File: src/rtl/branch_predictor_bht.sv
// Branch history/target table: combinational next-PC lookup on the fetch side,
// 2-bit saturating counter and target update plus mispredict redirect on the
// resolve side, and saturating branch/mispredict counters for performance debug.
module branch_predictor_bht #(
  parameter int PC_W    = 16,
  parameter int ENTRIES = 16,
  parameter int CTR_W   = 2,
  parameter int STAT_W  = 16
) (
  input  logic              clk,
  input  logic              reset,
  input  logic [PC_W-1:0]   pc_current,
  output logic              pred_hit,
  output logic              pred_taken,
  output logic [PC_W-1:0]   pred_next_pc,
  input  logic              res_valid,
  input  logic              res_is_branch,
  input  logic [PC_W-1:0]   res_pc,
  input  logic [PC_W-1:0]   res_pc_plus,
  input  logic [PC_W-1:0]   res_target,
  input  logic              res_taken,
  input  logic              res_pred_taken,
  input  logic              tbl_clear,
  output logic              change_pc,
  output logic [PC_W-1:0]   next_pc,
  output logic [STAT_W-1:0] branch_cnt,
  output logic [STAT_W-1:0] mispred_cnt
);

  localparam int IDX_W = $clog2(ENTRIES);
  localparam int TAG_W = PC_W - IDX_W;

  localparam logic [CTR_W-1:0]  CTR_MAX = {CTR_W{1'b1}};
  localparam logic [CTR_W-1:0]  CTR_MIN = {CTR_W{1'b0}};
  localparam logic [CTR_W-1:0]  CTR_ONE = {{(CTR_W-1){1'b0}}, 1'b1};
  localparam logic [CTR_W-1:0]  CTR_WT  = {1'b1, {(CTR_W-1){1'b0}}};
  localparam logic [CTR_W-1:0]  CTR_WNT = {1'b0, {(CTR_W-1){1'b1}}};
  localparam logic [PC_W-1:0]   PC_ONE  = {{(PC_W-1){1'b0}}, 1'b1};
  localparam logic [STAT_W-1:0] STAT_MAX = {STAT_W{1'b1}};
  localparam logic [STAT_W-1:0] STAT_ONE = {{(STAT_W-1){1'b0}}, 1'b1};

  // Table storage, one element per entry.
  logic             valid_q  [ENTRIES];
  logic             valid_d  [ENTRIES];
  logic [TAG_W-1:0] tag_q    [ENTRIES];
  logic [TAG_W-1:0] tag_d    [ENTRIES];
  logic [PC_W-1:0]  target_q [ENTRIES];
  logic [PC_W-1:0]  target_d [ENTRIES];
  logic [CTR_W-1:0] ctr_q    [ENTRIES];
  logic [CTR_W-1:0] ctr_d    [ENTRIES];

  logic [STAT_W-1:0] branch_cnt_q, branch_cnt_d;
  logic [STAT_W-1:0] mispred_cnt_q, mispred_cnt_d;

  logic [IDX_W-1:0] lk_idx;
  logic [TAG_W-1:0] lk_tag;
  logic [IDX_W-1:0] rs_idx;
  logic [TAG_W-1:0] rs_tag;
  logic             rs_hit;
  logic             res_evt;

  assign lk_idx  = pc_current[IDX_W-1:0];
  assign lk_tag  = pc_current[PC_W-1:IDX_W];
  assign rs_idx  = res_pc[IDX_W-1:0];
  assign rs_tag  = res_pc[PC_W-1:IDX_W];
  assign res_evt = reset & res_valid & res_is_branch;
  assign rs_hit  = valid_q[rs_idx] & (tag_q[rs_idx] == rs_tag);

  assign branch_cnt  = branch_cnt_q;
  assign mispred_cnt = mispred_cnt_q;

  // Fetch-side lookup on pre-edge table contents; forced to a miss in reset.
  always_comb begin
    pred_hit     = 1'b0;
    pred_taken   = 1'b0;
    pred_next_pc = pc_current + PC_ONE;
    if (reset && valid_q[lk_idx] && (tag_q[lk_idx] == lk_tag)) begin
      pred_hit   = 1'b1;
      pred_taken = ctr_q[lk_idx][CTR_W-1];
      if (ctr_q[lk_idx][CTR_W-1]) begin
        pred_next_pc = target_q[lk_idx];
      end else begin
        pred_next_pc = pc_current + PC_ONE;
      end
    end else begin
      pred_hit   = 1'b0;
      pred_taken = 1'b0;
    end
  end

  // Same-cycle mispredict redirect from the resolving branch.
  always_comb begin
    change_pc = res_evt & (res_taken != res_pred_taken);
    if (res_taken) begin
      next_pc = res_target;
    end else begin
      next_pc = res_pc_plus;
    end
  end

  // Next-state for the table: clear beats resolve; a not-taken miss leaves it alone.
  always_comb begin
    valid_d  = valid_q;
    tag_d    = tag_q;
    target_d = target_q;
    ctr_d    = ctr_q;
    if (tbl_clear) begin
      for (int i = 0; i < ENTRIES; i++) begin
        valid_d[i] = 1'b0;
      end
    end else if (res_evt) begin
      if (rs_hit) begin
        if (res_taken) begin
          target_d[rs_idx] = res_target;
          if (ctr_q[rs_idx] != CTR_MAX) begin
            ctr_d[rs_idx] = ctr_q[rs_idx] + CTR_ONE;
          end else begin
            ctr_d[rs_idx] = ctr_q[rs_idx];
          end
        end else begin
          if (ctr_q[rs_idx] != CTR_MIN) begin
            ctr_d[rs_idx] = ctr_q[rs_idx] - CTR_ONE;
          end else begin
            ctr_d[rs_idx] = ctr_q[rs_idx];
          end
        end
      end else if (res_taken) begin
        valid_d[rs_idx]  = 1'b1;
        tag_d[rs_idx]    = rs_tag;
        target_d[rs_idx] = res_target;
        ctr_d[rs_idx]    = CTR_WT;
      end else begin
        valid_d[rs_idx] = valid_q[rs_idx];
      end
    end else begin
      valid_d = valid_q;
    end
  end

  // Next-state for the saturating statistics counters.
  always_comb begin
    branch_cnt_d  = branch_cnt_q;
    mispred_cnt_d = mispred_cnt_q;
    if (res_evt && (branch_cnt_q != STAT_MAX)) begin
      branch_cnt_d = branch_cnt_q + STAT_ONE;
    end else begin
      branch_cnt_d = branch_cnt_q;
    end
    if (change_pc && (mispred_cnt_q != STAT_MAX)) begin
      mispred_cnt_d = mispred_cnt_q + STAT_ONE;
    end else begin
      mispred_cnt_d = mispred_cnt_q;
    end
  end

  // State registers; reset discards any update presented on the same edge.
  always_ff @(posedge clk) begin
    if (!reset) begin
      for (int i = 0; i < ENTRIES; i++) begin
        valid_q[i]  <= 1'b0;
        tag_q[i]    <= {TAG_W{1'b0}};
        target_q[i] <= {PC_W{1'b0}};
        ctr_q[i]    <= CTR_WNT;
      end
      branch_cnt_q  <= {STAT_W{1'b0}};
      mispred_cnt_q <= {STAT_W{1'b0}};
    end else begin
      valid_q       <= valid_d;
      tag_q         <= tag_d;
      target_q      <= target_d;
      ctr_q         <= ctr_d;
      branch_cnt_q  <= branch_cnt_d;
      mispred_cnt_q <= mispred_cnt_d;
    end
  end

endmodule

File: config.mk
export PLATFORM = sky130hd
export DESIGN_NAME = branch_predictor_bht
export DESIGN_NICKNAME = d
export VERILOG_FILES = /design/src/rtl/branch_predictor_bht.sv
export SDC_FILE = /design/constraint.sdc
export NUM_CORES = 2
export LEC_CHECK = 0
export BUFFER_PORTS_ARGS = -buffer_cell sky130_fd_sc_hd__buf_2
export CAP_MARGIN = 5
export CORE_MARGIN = 8
export CORE_UTILIZATION = 55
export CTS_CLUSTER_SIZE = 28
export DETAILED_ROUTE_END_ITERATION = 7
export PLACE_DENSITY = 0.84
export SYNTH_ARGS = -nofsm -noshare
export SYNTH_HDL_FRONTEND = slang
export SYNTH_SLANG_ARGS = --single-unit
File: constraint.sdc
create_clock -name clk -period 6.9 [get_ports clk]
set_input_delay 1.38 -clock clk [delete_from_list [all_inputs] [get_ports clk]]
set_output_delay 1.38 -clock clk [all_outputs]
set_load 0.01 [all_outputs]
==> Word-level counts from Yosys, hierarchy flattened <==
Index checks and enable logic that the tools add are counted.
{ "word_totals": {"register_bits": 528, "input_bits": 71} }
{ "op_classes": {"n_addsub": 5, "n_lt_le_gt_ge": 3, "n_eq_ne": 6, "mux": 46, "bitwise": 13, "reduce_logical": 12} }
{ "ops": {"columns": ["cell", "n"], "rows": [
  ["256-bit bitwise mux", 1],
  ["192-bit bitwise mux", 1],
  ["32-bit two-way mux", 5],
  ["16-bit two-way mux", 7],
  ["12-bit binary-select mux with 4-bit select", 2],
  ["32-bit bitwise mux", 3],
  ["16-bit binary-select mux with 4-bit select", 1],
  ["16-bit demux with 4-bit select", 1],
  ["12-bit two-way mux", 5],
  ["16-bit by 1-bit adder with 16-bit output (second input constant)", 3],
  ["12-bit demux with 4-bit select", 1],
  ["16-bit != test (second input constant)", 2],
  ["16-bit OR", 2],
  ["12-bit equality test", 2],
  ["16-bit AND", 1],
  ["2-bit binary-select mux with 4-bit select", 2],
  ["16-bit bitwise mux", 1],
  ["16-bit inverter", 1],
  ["5-bit >= comparator (second input constant)", 2],
  ["2-bit two-way mux", 5],
  ["4-bit inverter with 5-bit output", 2],
  ["1-bit binary-select mux with 4-bit select", 2],
  ["2-bit demux with 4-bit select", 1],
  ["1-bit two-way mux", 7],
  ["other kinds (14)", 25]
]} }

==> Depth between registers and ports, before layout <==
{ "logic_depth": {"ltp_word": 9, "ltp_mapped": 15, "ltp_nobuf": 9} }

==> Least setup slack after synthesis <==
No wires, ideal clock.
{ "synth_timing": {"path_type": "input -> output", "start": "in pc_current[0]", "end": "out pred_next_pc[10]", "t_arrival_ps": 4135, "required_time_ps": 5520, "setup_slack_ps": 1385, "cell_stages": 14, "path_buffers": 5, "path_cell_list": "buf_2 buf_4 buf_4 mux4_2 mux2i_1 mux2i_1 xor2_1 nor4_1 nand4_1 nor4_2 and2_1 buf_4 buf_4 mux2_1"} }
{ "synth_between": {"elab_chain_cells": 7, "word_cells_on_any_way": 19, "cone_classes": "add/sub: 1; eq/ne: 1; mux: 14; bitwise: 1; reduce/logical: 2"} }
{ "synth_rtl": {"columns": ["item", "line_no", "text"], "rows": [
  ["start: declaration", "12", "input logic [PC_W-1:0] pc_current,"],
  ["4-bit inverter with 5-bit output (not written as such)", "77, 80, 81", null],
  ["12-bit binary-select mux with 4-bit select or 1-bit binary-select mux with 4-bit select (tied branches)", "77", "if (reset && valid_q[lk_idx] && (tag_q[lk_idx] == lk_tag)) begin"],
  ["12-bit two-way mux (not written as such) or 1-bit two-way mux (tied branches) (2 in a row)", "77", null],
  ["12-bit equality test or 1-bit logical AND (tied branches)", "77", null],
  ["1-bit logical AND", "77", null],
  ["16-bit two-way mux *", "77", null],
  ["end: declaration", "15", "output logic [PC_W-1:0] pred_next_pc,"]
]} }
Every way passes the cells marked *; elsewhere a longest branch is shown, timed or not. The select of a mux whose other input is x is not followed.

==> Worst setup path after layout <==
{ "layout_timing": {"start": "in pc_current[1]", "end": "out pred_next_pc[5]"} }
Same word-level chain as after synthesis.

==> run summary <==
=====================================================================================
Chain of cells forming the critical path                                 buf_4 -> mux4_2 -> mux2i_1 -> mux2i_1 -> xor2_1 -> nor4_1 -> nand4_1 -> nor4_2 -> buf_4 -> and2_1 -> buf_4 -> mux2_2 -> buf_2
Number of enable-type register cells in the synthesized netlist                     0
Required arrival time at the worst endpoint                                   5.52 ns
Final ANT Viol Nets                                                                 0
WP depth                                                                           13
Buffers from clock root to sink, at most                                            3
Final setup violation count                                                         0
Average cell area after synthesis                                            10.9 µm²
Post-synth ARST share                                                              0%
Worst Max-Slew Pin Slew                                                       1.16 ns
Worst reg2reg path depth                                                            9
Post-route clock period utilization                                             89.4%
Worst hold path depth                                                               2
Leak Pwr                                                                      10.0 nW
Quantity of I/O buffers inserted on ports                                         137
Maximum vdd ir drop                                                          0.181 mV
Leading cell types by total area after synthesis                         dfxtp_1 39%, mux4_2 16%, nor2b_1 11%
Hold Crit Start                                                          target_q[8]$_SDFFE_PN0P_
Share of Yosys cell area claimed by the top area cell type                      38.7%
Pwr per Cell Area                                                          215 nW/µm²
Later-pin clock latency in the skew report                                    0.61 ns
DIE WIDTH                                                                      239 µm
Post-synth net total                                                             2585
Switching power                                                               1.50 mW
Slowest stage cell on the critical path                                        mux4_2
Sequential Power Share                                                          47.8%
HPWL reported at the end of detailed placement                               49600 µm
Crit Reg-Reg Startpoint                                                  tag_q[66]$_SDFFE_PN0P_
Synthesized instance count                                                       2509
Largest driver fanout on the critical path                                         40
Count of pins on the block boundary                                               138
Switching share of power                                                        23.5%
End of the worst hold path                                               target_q[8]$_SDFFE_PN0P_
Netlist Area Pre-Place                                                      27300 µm²
Timing-limited maximum frequency                                              162 MHz
Clock slew at reported path FFs                                               0.06 ns
Number of nets at the end of the flow                                            2561
Shortest period the worst path allows                                         6.17 ns
Distinct cell type count of the synthesized netlist                                65
Synthesis-to-layout area growth                                                 8.88%
Initial standard-cell utilization of the core                                   55.7%
Ratio of routed vias to standard cells                                           6.65
Most area-hungry cell type in the Yosys netlist                               dfxtp_1
Sequential element share of the synthesized area                                38.7%
Kind of launch point of the worst setup path                               input port
Number of sinks on the clock net                                                  528
Post-synthesis sequential element count                                           528
Post-CTS setup buffer count                                                         0
FF-to-FF End                                                             tag_q[4]$_SDFFE_PN0P_
CP most frequent cell                                                           buf_4
CTS H-tree lvls                                                                     2
Post-route design area                                                      29800 µm²
# hold bufs at CTS                                                                  0
First-pass iteration count of the detailed router                                   7
Global-route wire length before repair                                      122000 µm
Slew HR                                                                         22.9%
Final routed wirelength across all metal layers                              80000 µm
Part of the power in combinational logic                                         6.8%
Iteration-0 DRC count of the detailed router                                     2986
Number of synthesis warnings                                                        0
Startpoint-to-endpoint class of the critical path                           in -> out
Fraction of power consumed by the clock network                                 45.4%
Buf/Inv on CP                                                                       4
Routability Congestion                                                          0.940
Main synth FF type                                                            dfxtp_1
Placement Rows                                                                     81
Max Transition Viols Final                                                          0
Average wire length per cell after detail routing                             25.1 µm
Setup TNS Final                                                                  0 ns
Die height                                                                     239 µm
Element type at the critical path end                                     output port
Residual DRC count                                                                  0
Placed cell area                                                            28000 µm²
Largest stage delay on the critical path                                      0.60 ns
Cell at the root of the clock tree                                          clkbuf_16
Number of vias in the routed layout                                             21200
GRT Residual Overflow                                                               0
Number of global-route vias before repair                                       21000
Max-cap check violation count                                                       0
Cell type group with the largest total delay on the critical path        multiplexers
Placeable core region                                                       49100 µm²
Maximum clock skew at final layout                                          0.0321 ns
Kind of path behind the tightest hold check                                reg -> reg
Pin count of the biggest net entering global routing                              142
Unrepaired setup endpoints after global routing                                 false
Hold Violations, Final                                                              0
Clock tree from TritonCTS                                                       built
Outcome                                                                  finished, final reports clean
Fraction of final layout cells sized beyond drive strength 1                    20.7%
Most frequent standard cell in the layout excluding fill and tap cells        dfxtp_1
Full die area                                                               57100 µm²
Number of antenna violations at the first check in global routing                   6
Total internal power                                                          4.89 mW
Number of buffers inserted during clock tree synthesis                             52
Worst R2R Setup Slack                                                         2.71 ns
Total routing resource utilization after global routing                         27.0%
Commonest cells after routing, fill and taps aside                       528 x dfxtp_1, 459 x nor2b_1, 277 x a22oi_1
Count of instances resized after the clock tree is built                            0
Arrival time reported for the critical path endpoint                          4.79 ns
=====================================================================================
[synth_stat cells, drive strengths merged (2+ instances only)]
library cell	count
inv	13
o31ai	2
a21boi	22
ha	5
dfxtp	528
o211ai	13
buf	112
nand2b	7
nor2	41
nor2b	469
a22oi	277
nor3	20
xor2	13
o221a	16
o21ai	37
and2b	3
xnor2	48
and3	9
clkbuf	147
mux2	33
or2	2
nand2	63
a31oi	4
a21oi	32
nor4	4
and4	2
o221ai	2
nand4	13
mux4	193
a211oi	26
or3	11
nand3	22
mux2i	255
a21bo	2
and2	47
[how the worst max path moves through the flow]
stage,startpoint,endpoint,slack [ns]
floorplan,pc_current[0],pred_next_pc[10],1.39
global placement,pc_current[0],pred_next_pc[4],0.90
detailed placement,pc_current[0],pred_next_pc[5],0.77
CTS,pc_current[0],pred_next_pc[5],0.75
global route,pc_current[0],pred_next_pc[5],0.52
finish,pc_current[1],pred_next_pc[5],0.73
[tightest hold or removal path, cell delays in order, from the launching register on]
cell     delay, ns
dfxtp_1       0.32
a22oi_1       0.06
nor2b_1       0.09
[state kept, by name, indices dropped and copies added (netlist names)]
| signal | flops |
|---|---|
| valid_q | 16 |
| mispred_cnt | 16 |
| target_q | 256 |
| branch_cnt | 16 |
| ctr_q | 32 |
| tag_q | 192 |
[power by group through the flow]
stage                     sequential [mW]  combinational, mW  clock (mW)
after floorplan                      3.12              0.317           0
after detailed placement             3.12              0.428           0
final                                3.06              0.437        2.90
after global routing                 3.05              0.458        3.05
after global placement               3.12              0.419           0
after CTS                            3.06              0.429        2.92
[final cells by class]
cell class / count / area, µm²
Tap cell: 664 / 831
Inverter: 14 / 52.6
Multi-Input combinational cell: 1708 / 15500
Timing Repair Buffer: 181 / 1040
Fill cell: 3801 / 19300
Sequential cell: 528 / 10600
Clock inverter: 18 / 214
Antenna cell: 3 / 7.51
Clock buffer: 76 / 1510
[cells by family (layout without fill, tap and decap cells)]
group / count (synthesis) / count (layout) / synth area share (%)
AO/OA/AOI/OAI: 445 / 445 / 11.9
XOR/XNOR: 61 / 61 / 1.95
adder cells (fa/ha/maj): 5 / 5 / 0.229
buffers and inverters: 273 / 289 / 4.84
flip-flops: 528 / 528 / 38.7
multiplexers: 481 / 481 / 26.6
other: 0 / 3 / 0
AND/OR/NAND/NOR: 716 / 716 / 15.8
[per-layer routing]
layer  wire length, µm  global-route usage [%]  vias to the layer above
li1                  -                       -                     9123
met1             30000                    33.8                    10500
met2             37000                    42.1                     1317
met3              8810                    7.57                      281
met4              4170                    15.1                        6
met5                43                       0                        -
[stage by stage]
stage | utilization [%] | power [mW] | std cells | hold slack (ns) | setup WS, ns
finish | 60.7 | 6.40 | 3192 | 0.517 | 0.733
global route | 60.7 | 6.56 | 3192 | 0.541 | 0.520
CTS | 60.7 | 6.40 | 3189 | 0.519 | 0.754
detailed placement | 57.2 | 3.55 | 3095 | 0.502 | 0.766
global placement | 57.2 | 3.54 | 3095 | 0.485 | 0.902
floorplan | - | 3.44 | 2509 | 0.482 | 1.39
Note: power is estimated with default switching activity, not from simulation.
